`src/rtl/gpio_irq_pkg.sv`:
```
// gpio_irq_pkg: shared peripheral map for the SoC bus.
// Holds the GPIO and GPIO_IRQ base addresses and the register offsets of the IRQ block.
package gpio_irq_pkg;
    localparam logic [7:0] GPIO_BASE     = 8'h00;
    localparam logic [7:0] GPIO_IRQ_BASE = 8'h04;
    typedef enum logic [1:0] {
        REG_MASK  = 2'd0,
        REG_FLAGS = 2'd1,
        REG_EDGE  = 2'd2,
        REG_SYNC  = 2'd3
    } irq_reg_e;
endpackage

```
`src/rtl/gpio_irq_if.sv`:
```
// gpio_irq_if: 8-bit peripheral bus.
// Signals: din (write data), address, w_en, r_en (strobes, sampled on posedge), dout (registered read data).
// Modports: master drives the strobes, address and data and reads dout; slave is the opposite side.
interface gpio_irq_if;
    logic [7:0] din;
    logic [7:0] address;
    logic       w_en;
    logic       r_en;
    logic [7:0] dout;
    modport master (output din, address, w_en, r_en, input dout);
    modport slave  (input din, address, w_en, r_en, output dout);
endinterface

```
`src/rtl/gpio_debounce.sv`:
```
// gpio_debounce: single-pin debouncer; level follows s2 only after it differs for DEBOUNCE_CYCLES edges.
// Ports: clk, rst (async, active-low), s2 (synchronised pin), level (accepted pin level).
module gpio_debounce #(
    parameter int DEBOUNCE_CYCLES = 16
) (
    input  logic clk,
    input  logic rst,
    input  logic s2,
    output logic level
);
    localparam int W = DEBOUNCE_CYCLES > 2 ? $clog2(DEBOUNCE_CYCLES) : 1;
    logic [W-1:0] cnt;
    always_ff @(posedge clk or negedge rst) begin
        if (!rst) begin
            cnt   <= '0;
            level <= 1'b0;
        end else if (s2 == level) begin
            cnt <= '0;
        end else if (cnt == W'(DEBOUNCE_CYCLES - 1)) begin
            level <= s2;
            cnt   <= '0;
        end else begin
            cnt <= cnt + 1'b1;
        end
    end
endmodule

```
`src/rtl/gpio_irq.sv`:
```
// gpio_irq: per-pin edge detector with sticky W1C flags, mask and a single registered interrupt.
// Ports: clk, rst (async, active-low), bus (gpio_irq_if slave: MASK/FLAGS/EDGE/SYNC at IRQ_ADDRESS+0..3),
//        pins (raw pin levels), irq (registered |(flags & mask)).
// Build option: define GPIO_IRQ_DEBOUNCE_EN to insert a gpio_debounce per pin after the synchroniser.
module gpio_irq
    import gpio_irq_pkg::*;
#(
`ifdef GPIO_IRQ_DEBOUNCE_EN
    parameter int         DEBOUNCE_CYCLES = 16,
`endif
    parameter logic [7:0] IRQ_ADDRESS     = GPIO_IRQ_BASE
) (
    input  logic       clk,
    input  logic       rst,
    gpio_irq_if.slave  bus,
    input  logic [7:0] pins,
    output logic       irq
);
    logic [7:0] s1, s2, level, prev, mask, flags, edge_sel;
    logic [7:0] hit, w1c, flags_n, rdata, off8;
    logic [1:0] arm_cnt;
    logic       armed, mapped;
    irq_reg_e   off;

`ifdef GPIO_IRQ_DEBOUNCE_EN
    for (genvar i = 0; i < 8; i++) begin : g_db
        gpio_debounce #(.DEBOUNCE_CYCLES(DEBOUNCE_CYCLES)) u_db (
            .clk   (clk),
            .rst   (rst),
            .s2    (s2[i]),
            .level (level[i])
        );
    end
`else
    assign level = s2;
`endif

    always_comb begin
        off8    = bus.address - IRQ_ADDRESS;
        mapped  = off8 < 8'd4;
        off     = irq_reg_e'(off8[1:0]);
        // Hits are held off until the synchroniser has flushed its reset zeros,
        // so a pin already high at reset release is not seen as a rising edge.
        armed   = arm_cnt == 2'd3;
        hit     = armed ? ((edge_sel & level & ~prev) | (~edge_sel & ~level & prev)) : 8'h00;
        w1c     = (mapped && bus.w_en && off == REG_FLAGS) ? bus.din : 8'h00;
        // OR-ing hit after the clear lets a same-cycle edge survive its own W1C.
        flags_n = (flags & ~w1c) | hit;
        rdata   = off == REG_MASK  ? mask :
                  off == REG_FLAGS ? flags :
                  off == REG_EDGE  ? edge_sel : level;
    end

    always_ff @(posedge clk or negedge rst) begin
        if (!rst) begin
            s1       <= 8'h00;
            s2       <= 8'h00;
            prev     <= 8'h00;
            arm_cnt  <= 2'd0;
            mask     <= 8'h00;
            flags    <= 8'h00;
            edge_sel <= 8'hFF;
            irq      <= 1'b0;
            bus.dout <= 8'h00;
        end else begin
            s1      <= pins;
            s2      <= s1;
            prev    <= level;
            arm_cnt <= armed ? arm_cnt : arm_cnt + 2'd1;
            flags   <= flags_n;
            irq     <= |(flags & mask);
            if (mapped && bus.w_en && off == REG_MASK)
                mask <= bus.din;
            if (mapped && bus.w_en && off == REG_EDGE)
                edge_sel <= bus.din;
            if (!mapped)
                bus.dout <= 8'h00;
            else if (bus.r_en)
                bus.dout <= rdata;
        end
    end
endmodule

```
`src/flat_wrapper.sv`:
```
// flat-port wrapper written by rule: the top's interface ports become plain ports
module gpio_irq_flat import gpio_irq_pkg::*;
#(

    parameter logic [7:0] IRQ_ADDRESS     = GPIO_IRQ_BASE
)
  (clk, rst, pins, irq, bus_din, bus_address, bus_w_en, bus_r_en, bus_dout);
  gpio_irq_if bus_i ();
  input  logic clk;
  input  logic rst;
  input  logic [7:0] pins;
  output logic irq;
  input wire logic [$bits(bus_i.din)-1:0] bus_din;
  input wire logic [$bits(bus_i.address)-1:0] bus_address;
  input wire logic [$bits(bus_i.w_en)-1:0] bus_w_en;
  input wire logic [$bits(bus_i.r_en)-1:0] bus_r_en;
  output wire logic [$bits(bus_i.dout)-1:0] bus_dout;
  assign bus_i.din = bus_din;
  assign bus_i.address = bus_address;
  assign bus_i.w_en = bus_w_en;
  assign bus_i.r_en = bus_r_en;
  assign bus_dout = bus_i.dout;
  gpio_irq #(.IRQ_ADDRESS(IRQ_ADDRESS)) u_core (.clk(clk), .rst(rst), .bus(bus_i), .pins(pins), .irq(irq));
endmodule
```
`config.mk`:
```
export PLATFORM = sky130hd
export DESIGN_NAME = gpio_irq_flat
export DESIGN_NICKNAME = d
export VERILOG_FILES = /design/src/rtl/gpio_irq_pkg.sv /design/src/rtl/gpio_irq_if.sv /design/src/rtl/gpio_debounce.sv /design/src/rtl/gpio_irq.sv /design/src/flat_wrapper.sv
export SDC_FILE = /design/constraint.sdc
export NUM_CORES = 1
export LEC_CHECK = 0
export CORE_UTILIZATION = 50
export DETAILED_ROUTE_END_ITERATION = 10
export GPL_TIMING_DRIVEN = 1
export PLACE_DENSITY = 0.85
export SYNTH_ARGS = -nofsm -noshare
export SYNTH_HDL_FRONTEND = slang
export SYNTH_SLANG_ARGS = --single-unit
```
`constraint.sdc`:
```
create_clock -name clk -period 1.45 [get_ports clk]
set_input_delay 0.29 -clock clk [delete_from_list [all_inputs] [get_ports clk]]
set_output_delay 0.29 -clock clk [all_outputs]
set_load 0.02 [all_outputs]
```
Word level (Yosys, flattened, before mapping)
Index checks and enable logic that the tools add are counted.
{"block": "word_totals", "regBits": 59, "latchBits": 0, "ram_bits": 0, "rom_bits": 0, "input_bits": 28, "output_inout_bits": 9, "wordCells": 41, "n_memories": 0}
{"block": "op_classes", "add_sub_neg": 2, "mul": 0, "div": 0, "magnitude_cmp": 1, "eq_ne": 4, "n_shift": 0, "n_mux": 7, "bitwise": 12, "reduce_logical": 6}
{"cell": "2-to-1 mux 8 bit", "count": 7}
{"cell": "AND 8 bit", "count": 6}
{"cell": "NOT 8 bit", "count": 4}
{"cell": "OR 8 bit", "count": 2}
{"cell": "< comparator 8 x 3 -> 1 bit (second input constant)", "count": 1}
{"cell": "OR reduction 8 bit", "count": 1}
{"cell": "subtractor 8 x 3 -> 8 bit (second input constant)", "count": 1}
{"cell": "== test 2 bit (second input constant)", "count": 2}
{"cell": "logical AND 1 bit", "count": 4}
{"cell": "adder 2 x 1 -> 2 bit (second input constant)", "count": 1}
{"cell": "== test 2 x 1 -> 1 bit (second input constant)", "count": 1}
{"cell": "logical NOT 2 bit", "count": 1}
{"cell": "!= test 2 bit (second input constant)", "count": 1}

Logic depth before layout (Yosys ltp)
{"block": "depth", "word_depth": 8, "depth_mapped": 5, "ltp_nobuf": 3}

Least setup slack after synthesis
Ideal clock, no wire load.
{"block": "synth_path", "kind": "input to register", "startpoint": "input port bus_address[7]", "endpoint": "register u_core.flags[0]", "setup_ns": 0.126, "arrival_time_ns": 1.762, "required_time_ns": 1.324, "path_slack_ns": -0.438, "path_stages": 4, "n_path_buf": 1, "path_cell_list": "or4b_4 > or4_4 > buf_6 > a221o_1"}
{"block": "synth_between", "elab_chain_len": 8}
{"item": "from (decl)", "line_no": "flat_wrapper.sv:14", "text": "input wire logic [$bits(bus_i.address)-1:0] bus_address;"}
{"item": "subtractor 8 x 3 -> 8 bit", "line_no": "gpio_irq.sv:39", "text": "off8 = bus.address - IRQ_ADDRESS;"}
{"item": "< comparator 8 x 3 -> 1 bit", "line_no": "gpio_irq.sv:40", "text": "mapped = off8 < 8'd4;"}
{"item": "logical AND 1 bit (2 in a row)", "line_no": "gpio_irq.sv:46", "text": "w1c = (mapped && bus.w_en && off == REG_FLAGS) ? bus.din : 8'h00;"}
{"item": "2-to-1 mux 8 bit", "line_no": "gpio_irq.sv:46"}
{"item": "NOT 8 bit", "line_no": "gpio_irq.sv:48", "text": "flags_n = (flags & ~w1c) | hit;"}
{"item": "AND 8 bit", "line_no": "gpio_irq.sv:48"}
{"item": "OR 8 bit", "line_no": "gpio_irq.sv:48"}
{"item": "net u_core.flags_n[0]", "line_no": "gpio_irq.sv:20", "text": "logic [7:0] hit, w1c, flags_n, rdata, off8;"}
{"item": "to (signal assigned)", "line_no": "gpio_irq.sv:70", "text": "flags <= flags_n;"}
{"item": "to (decl)", "line_no": "gpio_irq.sv:19", "text": "logic [7:0] s1, s2, level, prev, mask, flags, edge_sel;"}
The timed path passes the listed nets, and every way through them passes these cells.
A chain may end at the register's enable or synchronous reset.

Worst setup path after layout
{"block": "layout_path", "startpoint": "input port bus_address[5]", "endpoint": "register u_core.flags[4]"}
Same word-level chain as after synthesis.

==> flow_summary_export.csv <==
group,metric,value,unit
synthesis,synth_xor_area_share,0.358,%
clock_tree,clk_latency,0.33,ns
layout,layout-drive-gt1-share,31.6,%
synthesis,synthArstFlopShare,100,%
synthesis,yosysSeqAreaShare,60.7,%
layout,final_util,65.4,%
synthesis,synth_compound_gate_area_share,9.40,%
placement,dpl.hpwl,3260,um
die,io_pins,37,
timing,setup_ws,-0.135,ns
power,power.density,1090,mW/mm^2
die,die_h,72.0,um
synthesis,synthCells,183,
timing,whs,0.346,ns
layout,area_growth,26.2,%
drt,via_count,1643,
synthesis,synth_area_leaders,"dfrtp_1 (52%), mux2_2 (15%), dfstp_2 (8.6%)",
die,rows,25,
placement,gp_congestion,0.827,
status,violations,"negative setup slack",
grt,grt.overflow.total,0,
layout,layout.nets,256,
drt,finalWirelength,5040,um
timing,final_hold_viol_count,0,
timing,setup_viol,24,
die,die_w,72.0,um
placement,post_dp_cell_area,0.00291,sq mm
layout,fill_cells,380,
synthesis,synthMuxAreaShare,15.2,%
drt,drtAntennaViolNets,0,
timing,final_max_slew_viol_count,0,
grt,antenna_found_initial,0,
placement,io_buffers,36,
die,fp.coreArea,0.00472,sq mm
synthesis,synth_top_family_by_area,"multiplexers",
clock_tree,cts_setup_buffers,0,
clock_tree,cts_buffer_depth,2,
drt,vias_per_cell,5.51,
run,drv_cap,0,
synthesis,yosys.area_share.simple,11.9,%
synthesis,synth_ff_type,"dfrtp_1",
timing,fin_crit_sh,109,%
synthesis,yosys_warnings,0,
drt,drt-pass1-iter-count,5,
timing,clock-skew-final,0.00520,ns
timing,maxSlewHeadroom,67.4,%
critical_path,end_kind,"flop",
synthesis,synth_top_cells_by_count,"dfrtp_1 (51), mux2_2 (33), nor2b_1 (17)",
drt,drc,0,
drt,routedWlPerCell,16.9,um
synthesis,netlist_area,0.00245,sq mm
synthesis,synthAdderAreaFrac,0.511,%
synthesis,synth_edf_count,0,
grt,grt_pass1_wl,8080,um
critical_path,worstSetupPathType,"input pin to flop",
synthesis,synth_top_area_cell,"dfrtp_1",
grt,grt_max_degree,60,
hold_path,hp-class,"flop to flop",
synthesis,synthDistinctLibCells,24,
power,peakVddDrop,0.000546,V
power,leakagePower,1.33,nW
clock_tree,clkTransAtPathRegs,0.06,ns
grt,grt_usage,21.6,%
synthesis,synth_nets,212,
critical_path,crit_required,1.66,ns
clock_tree,htreeDepth,3,
timing,worst_pin_slew,0.489,ns
die,dieArea,0.00518,sq mm
hold_path,hold_depth,0,
clock_tree,cts_buffers,9,
drt,drt_iter0_drc,123,
synthesis,synth.most_common_cell,"dfrtp_1",
timing,fin_crit,1.58,ns
power,total_power,0.00338,W
critical_path,cp.arrival,1.79,ns
clock_tree,root_buffer,"clkbuf_8",
layout,fin_area,0.00309,sq mm
synthesis,yosysTopAreaCellShare,52.1,%
synthesis,synth_seq_cells,59,
synthesis,synth.avg_cell_area,13.4,sq um
die,start_util,51.8,%
critical_path,r2r_cells,2,
grt,first_global_vias,1679,
timing,grt_setup_unrepaired,"yes",
clock_tree,cts_tree,"done",
timing,clock.fmax,0.631,GHz
clock_tree,numClockSinks,59,
critical_path,worstSetupStartpointType,"input pin",
layout,diodes,0,
critical_path,crit_path_max_fanout,8,
status,status,"finished, violations left",
-- report_power, final --
group	total, W	internal [W]	switching (W)
sequential	0.00176	0.00172	0.0000421
combinational	0.000292	0.000160	0.000132
clock	0.00133	0.000745	0.000585
total	0.00338	0.00262	0.000759
-- cells in the final DEF, fill, tap and decap left out, drive strengths merged --
cell,netlist,final
a221o,8,8
or4b,1,1
or4,3,3
inv,1,1
nand2,9,9
a22oi,4,4
a221oi,8,8
and2,1,1
dfrtp,51,51
mux2,33,33
ha,1,1
nor2,8,8
dlygate4sd2,0,14
o22ai,8,8
clkbuf,3,13
nor2b,17,17
xnor2,1,1
nand2b,9,9
buf,6,10
clkinv,0,2
nand4,1,1
dlygate4sd3,0,1
dfstp,8,8
or2,2,2
clkdlybuf4s50,0,17
-- path summary, 6_finish.rpt --
kind | from | to | slack [ns]
setup reg to reg | u_core.arm_cnt[0] | u_core.arm_cnt[1] | 0.10
max in group asynchronous | rst | u_core.edge_sel[2] | 0.65
hold / removal | u_core.s1[2] | u_core.level[2] | 0.35
setup / recovery | bus_address[5] | u_core.flags[4] | -0.13
min in group asynchronous | rst | u_core.level[5] | 0.50
hold reg to reg | u_core.s1[2] | u_core.level[2] | 0.35
-- cell type report --
class	count	area [sq um]	area share, %
Timing Repair Buffer	42	388	12.6
Multi-Input combinational cell	114	950	30.7
Clock inverter	2	10.0	0.324
Tap cell	67	83.8	2.71
Inverter	1	3.75	0.121
Sequential cell	59	1490	48.1
Clock buffer	13	169	5.47
-- flip-flops by register name, indices dropped and copies added (netlist names) --
name,count
u_core.bus.dout,8
u_core.edge_sel,8
u_core.prev,8
u_core.mask,8
u_core.flags,8
u_core.arm_cnt,2
u_core.irq,1
u_core.level,8
u_core.s1,8
-- metrics by stage --
stage | setup WS (ns) | setup TNS (ns) | instances
global placement | -0.789 | -21.44 | 283
CTS | -0.252 | -3.87 | 299
detailed placement | -0.830 | -22.47 | 283
finish | -0.135 | -2.11 | 298
global route | -0.139 | -2.46 | 298
floorplan | -0.346 | -7.99 | 183
-- critical path, stage by stage --
cell	delay [ns]
buf_6	0.09
or4b_4	0.54
or4_4	0.52
a221o_1	0.35
-- repair_timing --
item,CTS,global route
endpoints found under the setup margin,41,32
gates resized for setup,34,3
hold buffers,1,0
pin swaps,10,8
hold endpoints to repair,51,0
-- kinds of logic after synthesis --
kind of cell | count (synthesis)
muxes | 33
adders and majority gates | 1
and+or+nand+nor | 51
AOI/OAI and AO/OA | 28
xor gates and xnor gates | 1
DFF | 59
buffers and inverters | 10
-- routing by layer --
layer	global-route usage (%)	wire length [um]	up-vias
met4	13.3	155	0
li1	-	-	753
met2	34.4	2420	45
met3	5.28	193	14
met5	0	0	-
met1	26.9	2260	831
Note: power is estimated with default switching activity, not from simulation.
